**config.mk**
```make
export PLATFORM = sky130hd
export DESIGN_NAME = piso_serializer
export DESIGN_NICKNAME = d
export VERILOG_FILES = /design/src/rtl/piso_serializer.sv
export SDC_FILE = /design/constraint.sdc
export NUM_CORES = 1
export LEC_CHECK = 0
export BUFFER_PORTS_ARGS = -buffer_cell sky130_fd_sc_hd__buf_2
export CAP_MARGIN = 0
export CORE_MARGIN = 1.5
export CORE_UTILIZATION = 50
export DETAILED_ROUTE_END_ITERATION = 12
export PLACE_DENSITY = 0.78
export RECOVER_POWER = 25
export SKIP_LAST_GASP = 1
export SLEW_MARGIN = 20
export SYNTH_ARGS = -nofsm -noshare
export SYNTH_HDL_FRONTEND = slang
export SYNTH_SLANG_ARGS = --single-unit
```
**constraint.sdc**
```tcl
create_clock -name clk -period 3.3 [get_ports clk]
set_input_delay 0.33 -clock clk [delete_from_list [all_inputs] [get_ports clk]]
set_output_delay 0.33 -clock clk [all_outputs]
set_load 0.005 [all_outputs]
```
**src/rtl/piso_serializer.sv**
```systemverilog
// Parallel-in/serial-out serializer: valid/ready load port, stallable
// serial output, MSB- or LSB-first, gapless back-to-back frames.
//
// Ports:
//   clk, reset        clock, async active-high reset
//   i_load_valid      upstream word present on i_load_data
//   i_load_data       WIDTH-bit parallel word
//   o_load_ready      word can be accepted this cycle (combinational)
//   i_shift_en        downstream consumes the presented bit
//   o_serial_out      presented bit (0 when idle)
//   o_serial_valid    o_serial_out carries a frame bit
//   o_serial_last     presented bit is the final bit of the frame
//   o_bit_index       index of the presented bit, 0 = first sent
module piso_serializer #(
  parameter int WIDTH     = 8,
  parameter bit LSB_FIRST = 1'b0,
  localparam int CW       = $clog2(WIDTH)
) (
  input  logic             clk,
  input  logic             reset,
  input  logic             i_load_valid,
  input  logic [WIDTH-1:0] i_load_data,
  output logic             o_load_ready,
  input  logic             i_shift_en,
  output logic             o_serial_out,
  output logic             o_serial_valid,
  output logic             o_serial_last,
  output logic [CW-1:0]    o_bit_index
);

  typedef enum logic {
    S_IDLE,
    S_SHIFT
  } state_t;

  localparam logic [CW-1:0] LAST = CW'(WIDTH - 1);

  state_t           r_state;
  state_t           w_state_nxt;
  logic [WIDTH-1:0] r_shift;
  logic [WIDTH-1:0] w_shift_nxt;
  logic [WIDTH-1:0] w_shifted;
  logic [CW-1:0]    r_cnt;
  logic [CW-1:0]    w_cnt_nxt;
  logic             w_busy;
  logic             w_last;
  logic             w_head;

  assign w_busy = (r_state == S_SHIFT);
  assign w_last = w_busy && (r_cnt == LAST);

  // Presented bit sits at the end the shift drains from.
  assign w_head = LSB_FIRST ? r_shift[0]
                            : r_shift[WIDTH-1];

  assign w_shifted = LSB_FIRST
    ? {1'b0, r_shift[WIDTH-1:1]}
    : {r_shift[WIDTH-2:0], 1'b0};

  always_ff @(posedge clk or posedge reset) begin
    if (reset) begin
      r_state <= S_IDLE;
      r_shift <= '0;
      r_cnt   <= '0;
    end else begin
      r_state <= w_state_nxt;
      r_shift <= w_shift_nxt;
      r_cnt   <= w_cnt_nxt;
    end
  end

  always_comb begin
    w_state_nxt  = r_state;
    w_shift_nxt  = r_shift;
    w_cnt_nxt    = r_cnt;
    o_load_ready = 1'b0;
    unique case (r_state)
      S_IDLE: begin
        o_load_ready = 1'b1;
        if (i_load_valid) begin
          w_state_nxt = S_SHIFT;
          w_shift_nxt = i_load_data;
          w_cnt_nxt   = '0;
        end
      end
      S_SHIFT: begin
        if (i_shift_en) begin
          if (!w_last) begin
            w_shift_nxt = w_shifted;
            w_cnt_nxt   = r_cnt + 1'b1;
          end else begin
            // Final-bit consume: the slot is free
            // for a gapless reload this same edge.
            o_load_ready = 1'b1;
            w_cnt_nxt    = '0;
            if (i_load_valid) begin
              w_shift_nxt = i_load_data;
            end else begin
              w_state_nxt = S_IDLE;
              w_shift_nxt = '0;
            end
          end
        end
      end
      default: begin
        w_state_nxt = S_IDLE;
      end
    endcase
  end

  assign o_serial_valid = w_busy;
  assign o_serial_last  = w_last;
  assign o_serial_out   = w_busy & w_head;
  assign o_bit_index    = w_busy ? r_cnt : '0;

endmodule

```
==> run metrics, run 1 <==
outcome completed; DPL Wire Length around 840 microns; area leader, netlist dfrtp_1; io pins 19; Bufs on Longest Clock Path 2; HP Class in2async; Max transition margin 0.3854; global route overflow 0; most common cell after layout, fill and taps aside buf_2; 1st-iter DRT viols 5; P&R area growth vs syn 15.22%; vias in the first global route 420; first-pass GRT wire length approximately 1800 microns; Non-Filler Instances 91; NumNets Final 93; Synth top area share 0.4624; syn_nets 74; Slew @ Worst Pin 0.9200 ns; flip-flop and latch area 300.3 sq um; crit end category flip-flop; r2r setup slk between 1 and 1.5 ns; Yosys reg bits 12; final hold violation count 0; H-tree depth 1; Final setup viols 0; Setup CP Type reg2reg; post-route setup TNS 0 ns; post-CTS resize count 0; Post-CTS Hold Buffers 0; post-CTS setup buffers 0; Seq/Total Area, Yosys 0.4624; clock skew between 0.003 and 0.004 ns; layout cells sized above 1 0.3896; worst r2r path cells 4; crit-path max FO 10; FP Rows 12; Die Width roughly 40 microns; gp weighted congestion slightly below 0.7; top cells by area, synth dfrtp_1 (46%), a221oi_2 (16%), nor2_1 (8.1%); Die ar. ~1500 sq um; Leakage 0.3627 nW; unrepaired setup endpoints after global routing no; number of fill cells in the layout between 90 and 100; Num CTS Buffers 3; Clock Sinks 12; hold_ws ~0.056 ns; Peak VDD IR ~0.00033 V; initial antenna violation count 0; final worst path period share 0.5745; Netlist cell types 18; post-DR vias/cell between 5 and 6; Final Max Slew Viols 0; Clock Tree Root clkbuf_4; Avg Inst Size Synth 10.82 sq um; synthesized area about 650 sq um; final core utilization 0.6472; worst-skew pair later-pin latency roughly 0.27 ns; antenna cells 0; Fmax achieved roughly 530 MHz; Period minus WS final 1.896 ns; Critical Path AT 2.10 ns; CTS tree done; FF-to-FF End r_cnt[1]$_DFFE_PP0P_; MaxCap Viol Count 0; multi-input combinational cell area 314.1 sq um; DRC viols 0; Via Count 485; largest net degree at the start of global routing 13; most frequent cells in the layout buf_2 (18), nor2_1 (14), dfrtp_1 (12); Post-Route WL about 1200 microns; Cells after Synth 60; P per Cell Area 662.9 nW/um^2; drt pass-1 iters 2; IO buf count 18; worst r2r src r_cnt[0]$_DFFE_PP0P_; Core Box Area 1156 sq um; Clock Pin Slew Worst Setup and Hold Paths 0.07 ns; cell count after placement a little under 90; routed len/inst around 13 microns; post-route ant nets 0; worst path required time 3.50 ns; YS warnings 0; Starting Density 0.5617; Startpoint Class flip-flop; die height just under 40 microns; Total GRT Usage 0.1855
==> cell families after synthesis <==
kind of cell,after synthesis,share of synthesized area
adders and majority gates,2,0.03853
AOI/OAI and AO/OA,11,0.2158
buffers and inverters,5,0.05972
DFF,12,0.4624
and+or+nand+nor,28,0.1908
muxes,2,0.03275
==> synth_stat cells (all sizes together) <==
cell    number
ha           2
nand2b       1
inv          1
mux2i        1
a21bo        1
o21ai        1
nor2b        1
a221oi       7
nor2        14
a32o         2
nand2        6
nand3        1
and2         5
buf          4
dfrtp       12
mux2         1
==> cell type report <==
type	count	area share
multi-input combinational	43	0.4197
sequential	12	0.4013
timing repair buffer	18	0.1204
clock buffer	3	0.03010
tap	14	0.02341
inverter	1	0.005017
==> state kept, by name (all words and copies together) (netlist names) <==
register        cells
r_cnt               3
o_serial_valid      1
r_shift             8
==> worst max-delay path: stages, from the launching register on <==
cell     delay, ns
dfrtp_1       0.41
ha_1          0.21
ha_1          0.22
nor2b_1       0.72
a32o_1        0.27
==> how the worst max path moves through the flow <==
stage          cells past startpoint                endpoint            startpoint
4_1_cts                            4    r_cnt[1]$_DFFE_PP0P_  r_cnt[0]$_DFFE_PP0P_
6_report                           4    r_cnt[1]$_DFFE_PP0P_  r_cnt[0]$_DFFE_PP0P_
5_1_grt                            5    r_cnt[0]$_DFFE_PP0P_  r_cnt[0]$_DFFE_PP0P_
3_5_place_dp                       4    r_cnt[1]$_DFFE_PP0P_  r_cnt[0]$_DFFE_PP0P_
3_3_place_gp                       4    r_cnt[1]$_DFFE_PP0P_  r_cnt[0]$_DFFE_PP0P_
2_1_floorplan                      6  r_shift[1]$_DFFE_PP0P_  r_cnt[0]$_DFFE_PP0P_
==> report_power, final <==
part           internal, mW  switching, mW  leakage (nW)  total [mW]
registers             0.197         0.0383         0.138       0.235
clock network        0.0422         0.0457        0.0138      0.0879
logic                0.0921         0.0806         0.211       0.173
total                 0.331          0.165         0.363       0.496
==> stage by stage <==
| step | setup WS (ns) | instance area [sq um] | power [mW] |
|---|---|---|---|
| 2_1_floorplan | 1.787 | 649.4 | 0.3629 |
| 3_3_place_gp | 1.464 | 721.9 | 0.4077 |
| 3_5_place_dp | 1.394 | 721.9 | 0.4138 |
| 4_1_cts | 1.379 | 744.5 | 0.5002 |
| 5_1_grt | 1.195 | 748.2 | 0.5349 |
| 6_report | 1.404 | 748.2 | 0.4960 |
==> metal layers <==
layer | vias to the layer above | global-route usage | share of wire
met5 | - | 0 | 0
met1 | 223 | 0.2391 | 0.48
met2 | 14 | 0.2875 | 0.46
li1 | 248 | - | -
met3 | 0 | 0.05202 | 0.057
met4 | 0 | 0.07759 | 0
Power figures use the tool's default switching activity.
==> run 2, diff against run 1 <==
ABC_AREA = 1   (was default)
PLACE_DENSITY = 0.76   (was 0.78)
clock period = 1.8 ns   (was 3.3 ns; I/O delays follow)
==> run metrics, run 2 <==
outcome completed; FF-to-FF End r_shift[2]$_DFFE_PP0P_; Critical Path AT between 1 and 1.5 ns; Crit. Startpoint r_cnt[0]$_DFFE_PP0P_; Clock Pin Slew Worst Setup and Hold Paths 0.08 ns; Die Width approximately 41 microns; P&R area growth vs syn 17.71%; worst r2r path cells 6; initial antenna violation count 0; HP Class in2reg; Startpoint Class flip-flop; Die ar. roughly 1700 sq um; Final Max Slew Viols 0; FP Rows 13; Fmax achieved slightly above 600 MHz; CP Capture Point o_load_ready; Post-Route WL about 1500 microns; routed len/inst 10.89 microns; top cells by area, synth dfrtp_1 (42%), nand3_1 (9.7%), nand2_1 (9.4%); final worst slack approximately 0.19 ns; DPL Wire Length ~1100 microns; Seq/Total Area, Yosys 0.4167; hold_ws between 0.1 and 0.15 ns; worst path required time between 1.5 and 2 ns; r2r setup slk between 0.2 and 0.3 ns; NumNets Final between 100 and 150; multi-input combinational cell area 339.1 sq um; Yosys reg bits 12; Period minus WS final 1.609 ns; most instantiated cells after synthesis nand2_1 (18), nor2_1 (18), inv_1 (15), nand3_1 (14), dfrtp_1 (12); global route overflow 0; Post-synth EDFFs 0; final hold violation count 0; Netlist cell types 14; worst r2r src r_cnt[0]$_DFFE_PP0P_; DRC viols 0; area leader, netlist dfrtp_1; post-CTS resize count 0; Avg Inst Size Synth 7.207 sq um; die height slightly above 40 microns; IO buf count 18; number of fill cells in the layout between 100 and 150; Num CTS Buffers 3; worst-skew pair later-pin latency between 0.2 and 0.3 ns; post-route ant nets 0; Slew @ Worst Pin 0.4902 ns; Leakage 0.5186 nW; Clock Sinks 12; Max transition margin 0.6729; Clock Tree Root clkbuf_4; largest net degree at the start of global routing 17; crit-path max FO 6; antenna cells 0; post-DR vias/cell ~4.7; Final setup viols 0; Core Box Area between 1000 and 1500 sq um; YS warnings 0; clock skew 0.007864 ns; Largest Register r_shift; worst slack at placement approximately 0.25 ns; crit end category output port; H-tree depth 1; P per Cell Area approximately 1200 nW/um^2; dominant synthesized flop cell dfrtp_1; unrepaired setup endpoints after global routing no; most frequent cells in the layout nor2_1 (18), nand2_1 (18), buf_2 (18); syn_nets approximately 110; Bufs on Longest Clock Path 2; CTS tree done; post-route setup TNS 0 ns; Final Power around 990 uW; 1st-iter DRT viols 12; Cells after Synth 100; max reg flops 8; MaxCap Viol Count 0; flip-flop and latch area around 300 sq um; final worst path period share 0.8940; Starting Density 0.5470; synthesized area 720.7 sq um; Setup CP Type reg2out; asr flop ratio synth 1.000; Total GRT Usage 0.2050; vias in the first global route between 500 and 600; post-CTS setup buffers 0; first-pass GRT wire length around 2200 microns; io pins 19; Peak VDD IR about 0.00069 V; gp weighted congestion 0.8636; Via Count between 600 and 700; Synth top area share 0.4167; drt pass-1 iters 4; layout cells sized above 1 0.2667
run 2: final cells by class:
type	count	area share
clock buffers	3	0.02655
inverters	16	0.07080
multi-input cells	69	0.3997
flip-flops and latches	12	0.3540
well taps	15	0.02212
repair buffers	20	0.1268
run 2: where the power goes:
group	total, mW	internal [mW]	switching (mW)
clock	0.163	0.0773	0.0854
sequential	0.437	0.366	0.0705
combinational	0.391	0.178	0.214
run 2: worst min path at each step:
stage | from | end | cells past startpoint
finish | i_load_data[0] | r_shift[0]$_DFFE_PP0P_ | 3
detailed placement | reset | r_shift[7]$_DFFE_PP0P_ | 2
global placement | reset | r_shift[3]$_DFFE_PP0P_ | 2
floorplan | reset | o_serial_valid$_DFF_PP0_ | 1
CTS | i_load_data[0] | r_shift[0]$_DFFE_PP0P_ | 3
global route | i_load_data[0] | r_shift[0]$_DFFE_PP0P_ | 3
run 2: worst max-delay path, cell delays in order, from the launching register on:
cell,delay (ns)
dfrtp_1,0.41
ha_1,0.22
ha_1,0.25
nand2_1,0.08
nand2_1,0.06
buf_2,0.13
run 2: logic make-up (layout without fill, tap and decap cells):
logic type	after synthesis	in the layout	share of synthesized area
flip-flops	12	12	0.4167
AND/OR/NAND/NOR	59	59	0.3767
adder cells (fa/ha/maj)	2	2	0.03472
buffers and inverters	19	39	0.1128
AO/OA/AOI/OAI	8	8	0.05903
run 2: what timing repair did:
action                     in CTS  in global routing
hold endpoints to repair       12                  0
setup endpoints to repair       0                  0
hold buffers                    1                  0
run 2: through the flow:
step	util	cells	cell area (sq um)
6_report	0.6439	135	848.3
5_1_grt	0.6439	135	848.3
4_1_cts	0.6439	135	848.3
3_5_place_dp	0.6192	131	815.8
3_3_place_gp	0.6192	131	815.8
2_1_floorplan	-	100	720.7
run 2: layer usage:
metal,global-route usage,part of all wire,vias up,wire (microns)
met3,0.04891,0.059,6,87
met4,0.1000,0.024,0,35
li1,-,-,350,-
met2,0.2930,0.42,23,621
met5,0,0,-,0
met1,0.2843,0.49,262,725
